===== config.mk =====
export PLATFORM = sky130hd
export DESIGN_NAME = memory_arbiter
export DESIGN_NICKNAME = d
export VERILOG_FILES = /design/src/rtl/memory_arbiter.sv
export SDC_FILE = /design/constraint.sdc
export NUM_CORES = 1
export LEC_CHECK = 0
export CAP_MARGIN = 20
export CELL_PAD_IN_SITES_DETAIL_PLACEMENT = 0
export CELL_PAD_IN_SITES_GLOBAL_PLACEMENT = 1
export CORE_MARGIN = 1
export CORE_UTILIZATION = 15
export CTS_CLUSTER_DIAMETER = 80
export DETAILED_ROUTE_END_ITERATION = 7
export PLACE_DENSITY = 0.8
export SKIP_CTS_REPAIR_TIMING = 1
export SYNTH_ARGS = -nofsm -noshare
export SYNTH_HDL_FRONTEND = slang
export SYNTH_SLANG_ARGS = --single-unit

===== constraint.sdc =====
create_clock -name CLK -period 2 [get_ports CLK]
set_clock_uncertainty 0.15 [all_clocks]
set_input_delay 0.3 -clock CLK [delete_from_list [all_inputs] [get_ports CLK]]
set_output_delay 0.3 -clock CLK [all_outputs]
set_load 0.05 [all_outputs]

===== src/rtl/memory_arbiter.sv =====
// memory_arbiter
// Shares the single RAM port between the instruction fetch requester and the
// data requester. One transaction is granted at a time. Data requests have
// priority, but a starvation guard forces an instruction grant after
// STARVE_MAX consecutive data grants while a fetch is pending. A watchdog
// aborts a grant that sees ERROR, or that waits too long for ACCESS. After an
// abort the requester's wait stays high, so the requester retries by itself.
//
// Ports
//   CLK, nRST            clock, asynchronous active-low reset
//   iREN, iaddr          instruction read request / word address
//   iload, iwait         instruction read data / request still pending
//   dREN, dWEN           data read / write request (never both)
//   daddr, dstore        data address / write value
//   dload, dwait         data read data / request still pending
//   ramREN, ramWEN       RAM strobes
//   ramaddr, ramstore    RAM address / write data
//   ramload, ramstate    RAM read data / status (FREE, BUSY, ACCESS, ERROR)
//   memerr               one-cycle pulse after an aborted transaction
module memory_arbiter #(
    parameter int STARVE_MAX = 4,
    parameter int TIMEOUT    = 255
) (
    input  logic        CLK,
    input  logic        nRST,
    input  logic        iREN,
    input  logic [31:0] iaddr,
    output logic [31:0] iload,
    output logic        iwait,
    input  logic        dREN,
    input  logic        dWEN,
    input  logic [31:0] daddr,
    input  logic [31:0] dstore,
    output logic [31:0] dload,
    output logic        dwait,
    output logic        ramREN,
    output logic        ramWEN,
    output logic [31:0] ramaddr,
    output logic [31:0] ramstore,
    input  logic [31:0] ramload,
    input  logic [1:0]  ramstate,
    output logic        memerr
);

    typedef enum logic [1:0] {IDLE, DGRANT, IGRANT, RECOVER} state_t;

    localparam logic [1:0] RAM_ACCESS = 2'd2;
    localparam logic [1:0] RAM_ERROR  = 2'd3;
    localparam logic [3:0] STARVE_LIM = 4'(STARVE_MAX);
    // Abort in the grant cycle that would bring the no-ACCESS count to TIMEOUT.
    localparam logic [7:0] TO_LAST    = 8'(TIMEOUT - 1);

    state_t      state;
    state_t      next_state;
    logic [3:0]  starve_cnt;
    logic [7:0]  to_cnt;
    logic        data_req;
    logic        access;
    logic        granted;

    assign data_req = dREN | dWEN;
    assign access   = (ramstate == RAM_ACCESS);
    assign granted  = (state == DGRANT) || (state == IGRANT);

    // Read data is a straight pass-through; valid only while the wait is low.
    assign iload = ramload;
    assign dload = ramload;
    assign iwait = iREN & ~((state == IGRANT) & access);
    assign dwait = data_req & ~((state == DGRANT) & access);

    always_ff @(posedge CLK or negedge nRST) begin
        if (!nRST) begin
            state <= IDLE;
        end else begin
            state <= next_state;
        end
    end

    always_comb begin
        next_state = state;
        ramREN     = 1'b0;
        ramWEN     = 1'b0;
        ramaddr    = '0;
        ramstore   = '0;
        memerr     = 1'b0;
        case (state)
            IDLE: begin
                if (data_req && (starve_cnt < STARVE_LIM)) begin
                    next_state = DGRANT;
                end else if (iREN) begin
                    next_state = IGRANT;
                end else if (data_req) begin
                    next_state = DGRANT;
                end
            end
            DGRANT: begin
                ramaddr  = daddr;
                ramstore = dstore;
                ramREN   = dREN;
                ramWEN   = dWEN;
                // ACCESS wins over a simultaneous withdrawal; a withdrawal
                // wins over an abort, since nobody is left to retry.
                if (access || !data_req) begin
                    next_state = IDLE;
                end else if ((ramstate == RAM_ERROR) || (to_cnt == TO_LAST)) begin
                    next_state = RECOVER;
                end
            end
            IGRANT: begin
                ramaddr = iaddr;
                ramREN  = 1'b1;
                if (access || !iREN) begin
                    next_state = IDLE;
                end else if ((ramstate == RAM_ERROR) || (to_cnt == TO_LAST)) begin
                    next_state = RECOVER;
                end
            end
            RECOVER: begin
                memerr     = 1'b1;
                next_state = IDLE;
            end
            default: next_state = IDLE;
        endcase
    end

    // Every grant is entered from IDLE, so clearing outside grants covers
    // "clear on entry". The count saturates instead of wrapping.
    always_ff @(posedge CLK or negedge nRST) begin
        if (!nRST) begin
            to_cnt <= '0;
        end else if (!granted) begin
            to_cnt <= '0;
        end else if (!access && (to_cnt != 8'hFF)) begin
            to_cnt <= to_cnt + 8'd1;
        end
    end

    // Consecutive data completions while a fetch waits; saturating.
    always_ff @(posedge CLK or negedge nRST) begin
        if (!nRST) begin
            starve_cnt <= '0;
        end else if (!iREN) begin
            starve_cnt <= '0;
        end else if ((state == IGRANT) && access) begin
            starve_cnt <= '0;
        end else if ((state == DGRANT) && access && (starve_cnt < STARVE_LIM)) begin
            starve_cnt <= starve_cnt + 4'd1;
        end
    end

endmodule


## Word level (Yosys, flattened, before mapping)

Index checks and enable logic that the tools add are counted.

| word-level totals | value |
|---|---|
| flip-flop bits (word level) | 14 |
| bits in latches | 0 |
| bits in writable memories | 0 |
| memory bits (read-only) | 0 |
| output and inout port bits | 133 |
| memories kept | 0 |

| operators by class | value |
|---|---|
| add/subtract/negate cells | 2 |
| multiply operators | 0 |
| div/mod/pow operators | 0 |
| order comparisons | 1 |
| equal/unequal tests | 10 |
| shift operators | 0 |
| mux-type cells | 17 |
| bitwise operators | 7 |
| reductions and logical operators | 13 |

Operators with widths:

| cell | count |
|---|---|
| $pmux W32 S2 | 1 |
| $mux W32 | 1 |
| $mux W8 | 2 |
| $mux W2 | 6 |
| $mux W4 | 3 |
| $add A8 B1 Y8 const B | 1 |
| $eq A2 B2 Y1 const B | 4 |
| $eq A8 B8 Y1 const B | 1 |
| $ne A8 B8 Y1 const B | 1 |
| $pmux W2 S4 | 1 |
| $logic_and A1 B1 Y1 | 5 |
| $add A4 B1 Y4 const B | 1 |
| $and A1 B1 Y1 | 4 |
| $logic_or A1 B1 Y1 | 4 |
| $lt A4 B3 Y1 const B | 1 |
| $ne A4 B4 Y1 const B | 1 |
| $logic_not A1 Y1 | 3 |
| $ne A3 B1 Y1 const B | 1 |
| $eq A2 B1 Y1 const B | 1 |
| $logic_not A2 Y1 | 1 |
| $mux W1 | 2 |
| $ne A2 B1 Y1 const B | 1 |
| $not A1 Y1 | 2 |
| $pmux W1 S2 | 1 |
| $or A1 B1 Y1 | 1 |

## Logic depth before layout (Yosys ltp)

| logic depth | value |
|---|---|
| word-level depth | 6 |
| gate-level depth with buffers | 7 |
| gate-level depth less buffers | 6 |

## Worst setup path after synthesis

No wires, ideal clock.

| timing | value |
|---|---|
| path kind | register -> output |
| start point | register state[1] |
| end point | output dwait |
| data arrival time | 2.026 ns |
| setup slack | -0.476 ns |
| stages on the path, launching flop included | 6 |
| cells stage by stage | dfrtp_1 -> inv_1 -> ha_1 -> clkbuf_1 -> clkbuf_1 -> a21boi_0 |

| between the ends | value |
|---|---|
| word-level cells in the longest chain between the ends | 4 |

RTL lines:

| element | line | source |
|---|---|---|
| start: declaration | 53 | `state_t state;` |
| start signal: assignment | 75 | `state <= next_state;` |
| $eq A2 B1 Y1 | 69 | `assign dwait = data_req & ~((state == DGRANT) & access);` |
| $and A1 B1 Y1 | 69 |  |
| $not A1 Y1 | 69 |  |
| $and A1 B1 Y1 | 69 |  |
| end: declaration | 35 | `output logic dwait,` |

No other way between the ends.

## Worst setup path after layout

| timing | value |
|---|---|
| start point | register state[0] |
| end point | output ramaddr[6] |

| between the ends | value |
|---|---|
| word-level cells in the longest chain between the ends | 2 |

RTL lines:

| element | line | source |
|---|---|---|
| $eq A2 B2 Y1 or $eq A2 B1 Y1 (tied branches) | 86 | `case (state)` |
| $pmux W32 S2 (*) | 86 |  |
| end: declaration | 38 | `output logic [31:0] ramaddr,` |

Mark *: on every way between the ends. The rest lies on a longest branch, timed or not.

==> out/results.tsv <==
stage	metric	value	unit
run_status	status	finished, violations left	
run_status	violations	negative setup slack	
final_layout	final_area	5080	um^2
power	p_comb_frac	0.911	
timing	finalSetupViolations	47	
floorplan	dieArea	13900	um^2
timing	hold_viol	0	
cts	clk-insertion-delay-late	240	ps
logic_synthesis	avgSynthCellArea	7.43	um^2
logic_synthesis	syn-instance-count	272	
logic_synthesis	ys_types	40	
setup_path	cp.arrival	1610	ps
power	power.switching	4.12	mW
cts	clockBufferDepth	2	
final_layout	fillers	1244	
grt	grt_pass1_wl	12900	um
setup_path	start_kind	flop	
grt	grt-ovfl-total	0	
grt	antenna_found_initial	0	
drt	route.detailed.drc	0	
cts	numCtsBuffers	3	
cts	cts.sinks	14	
drt	dr_wl_met2	5180	um
logic_synthesis	yosys_warnings	0	
drt	drt_wl_total	9350	um
final_layout	n_antenna_cell	0	
drt	vias	2335	
setup_path	end_kind	primary output	
timing	layout_setup_ws	-57.0	ps
placed_design	routabilityCongestion	0.895	
floorplan	die_h	118	um
floorplan	rows	42	
drt	dr.pass1.iters	4	
floorplan	initial_utilization	0.153	
final_layout	layout-drive-gt1-share	0.532	
timing	hold_slack	307	ps
drt	wirelength_met1	3410	um
logic_synthesis	ys_seq_area_frac	0.173	
final_layout	multi_input_area	1620	um^2
logic_synthesis	synth_area	2020	um^2
floorplan	core_area	13200	um^2
setup_path	crit_start	state[0]	
timing	period_share	1.03	
drt	drt_iter0_drc	63	
timing	rsz0062_at_grt	yes	
cts	cts_root_buffer	clkbuf_16	
logic_synthesis	ys_seq_elements	14	
grt	track_usage	0.114	
setup_path	critPathRequiredTime	1550	ps
timing	relSlewSlack	0.571	
timing	drv_slew	0	
power	pwr-share-clk	0.045	
final_layout	fin_nets	536	
floorplan	io_pins	268	
cts	htree_levels	1	
drt	antenna_left	0	
placed_design	portBuffers	171	
grt	grt_max_degree	29	
power	peakVddDrop	0.465	mV
power	powerDensity	1640	nW/um^2
cts	cts_tree	yes	
power	power.leakage	1.92	nW
min_path	hold_class	in -> async	
setup_path	r2r-end	state[0]	
power	internal-power	4.21	mW
placed_design	place_area	4500	um^2
setup_path	r2r_start	state[0]	
final_layout	seq_area	350	um^2
setup_path	reg2reg_slack	100	ps
drt	top_layer	met4	
drt	vias_per_cell	4.12	
setup_path	r2r_cells	7	
timing	min_period	2060	ps
power	sw_frac_of_total	0.495	
timing	fmax	486	MHz
grt	first_global_vias	2424	
floorplan	die_w	118	um
drt	wl_met3	525	um
logic_synthesis	synth_nets	415	
cts	clk_pin_slew	50	ps
placed_design	dp_hpwl	6900	um
setup_path	crit_type	reg -> out	
setup_path	cp_max_fo	7	
final_layout	syn2layout_area_growth	151	%
timing	worstMarginPinSlew	642	ps
power	p_seq_frac	0.044	
drt	wl_per_cell	16.5	um
flow_run	maxCapViolations	0	
-- logic make-up (layout without fill, tap and decap cells) --
group | Yosys count | after routing | share of synthesized area
compound gates | 55 | 55 | 0.206
xor+xnor | 6 | 6 | 0.0260
flops | 14 | 14 | 0.173
buf+inv | 87 | 206 | 0.282
simple gates | 101 | 101 | 0.259
mux | 1 | 1 | 0.00495
fa+ha+maj | 8 | 8 | 0.0495
-- cell usage after synthesis --
cell       count  area share
a41oi_1        1      0.0043
a311o_1        1      0.0050
nand4_1        1      0.0031
o21ai_1        1      0.0025
clkbuf_1      14       0.026
and2b_1        1      0.0037
nor2_4         1      0.0056
and3_1         1      0.0031
a211oi_1       1      0.0037
a21boi_0       1      0.0037
mux2i_1        1      0.0050
inv_1          7       0.013
nand3_1        1      0.0025
a311oi_1       1      0.0043
and2_2         1      0.0037
nand2_1        9       0.017
o2111ai_1      1      0.0043
nand3_2        1      0.0050
or2_1          2      0.0062
buf_2          2      0.0050
nor2b_1        2      0.0062
xnor2_1        1      0.0043
and2_1        34        0.11
o31ai_4        1       0.011
a21oi_1        7       0.017
a22oi_1       32        0.12
o21ai_0        1      0.0025
nor4b_2        1      0.0074
nor2_1        43       0.080
and4_1         1      0.0043
o21bai_1       1      0.0037
xor2_1         5       0.022
o211ai_1       3       0.011
o2111ai_2      1      0.0074
dfrtp_1       14        0.17
ha_1           8       0.050
o22ai_1        1      0.0031
buf_4         64        0.24
nand2b_1       2      0.0062
o31ai_1        1      0.0037
-- area by class of cell --
type / instances / area share
timing repair buffer: 196 / 0.547
multi-input combinational: 171 / 0.319
sequential: 14 / 0.0689
clock buffer: 3 / 0.0148
inverter: 7 / 0.00665
tap: 176 / 0.0433
-- state kept, by name, indices dropped and copies added, names as in the netlist --
| signal | cells |
|---|---|
| state | 2 |
| to_cnt | 8 |
| starve_cnt | 4 |
-- power by group through the flow --
stage               Clock, mW  Sequential (mW)  Combinational (mW)
CTS                     0.378            0.362                6.49
global route            0.387            0.375                7.91
global placement            0            0.362                6.39
floorplan                   0            0.357                3.77
detailed placement          0            0.366                6.48
finish                  0.373            0.369                7.59
-- per-layer routing --
layer | up-vias | global-route usage
li1 | 1101 | -
met5 | - | 0
met1 | 1112 | 0.116
met3 | 34 | 0.0281
met4 | 0 | 0.0425
met2 | 88 | 0.222
-- cells in the final DEF, fill, tap and decap left out, types with 6 or more instances in the layout --
cell type,netlist,routed
and2_4,0,33
clkdlybuf4s50_1,0,102
a22oi_2,0,29
clkbuf_16,0,9
nor2_4,1,31
nand2_1,9,7
dfrtp_1,14,14
nor2_1,43,10
a21oi_1,7,6
buf_4,64,8
buf_12,0,73
-- worst max-delay path: stages (launching register included) --
cell and delay (ps):
dfrtp_1 410, buf_6 140, ha_4 200, buf_12 160, a22oi_2 230, nor2_4 80, buf_12 150
-- per-stage QoR --
| stage | total power [mW] | TNS [ps] | setup WS (ps) | instances | util |
|---|---|---|---|---|---|
| floorplan | 4.13 | -91.8 | -91.8 | 272 | - |
| global placement | 6.75 | 0 | 90.5 | 552 | 0.341 |
| detailed placement | 6.85 | 0 | 54.8 | 552 | 0.341 |
| CTS | 7.23 | -8240 | -208 | 555 | 0.347 |
| global route | 8.67 | -5170 | -115 | 567 | 0.385 |
| finish | 8.33 | -1330 | -57.0 | 567 | 0.385 |
-- how the worst max path moves through the flow --
stage	to	slack, ps	depth (start not counted)
final	ramaddr[6]	-60	6
after global routing	ramstore[15]	-110	6
after CTS	ramaddr[16]	-210	6
after detailed placement	ramaddr[16]	50	6
after global placement	ramaddr[20]	90	6
after floorplan	dwait	-90	5
No activity file was read; power rests on OpenSTA's default activity.
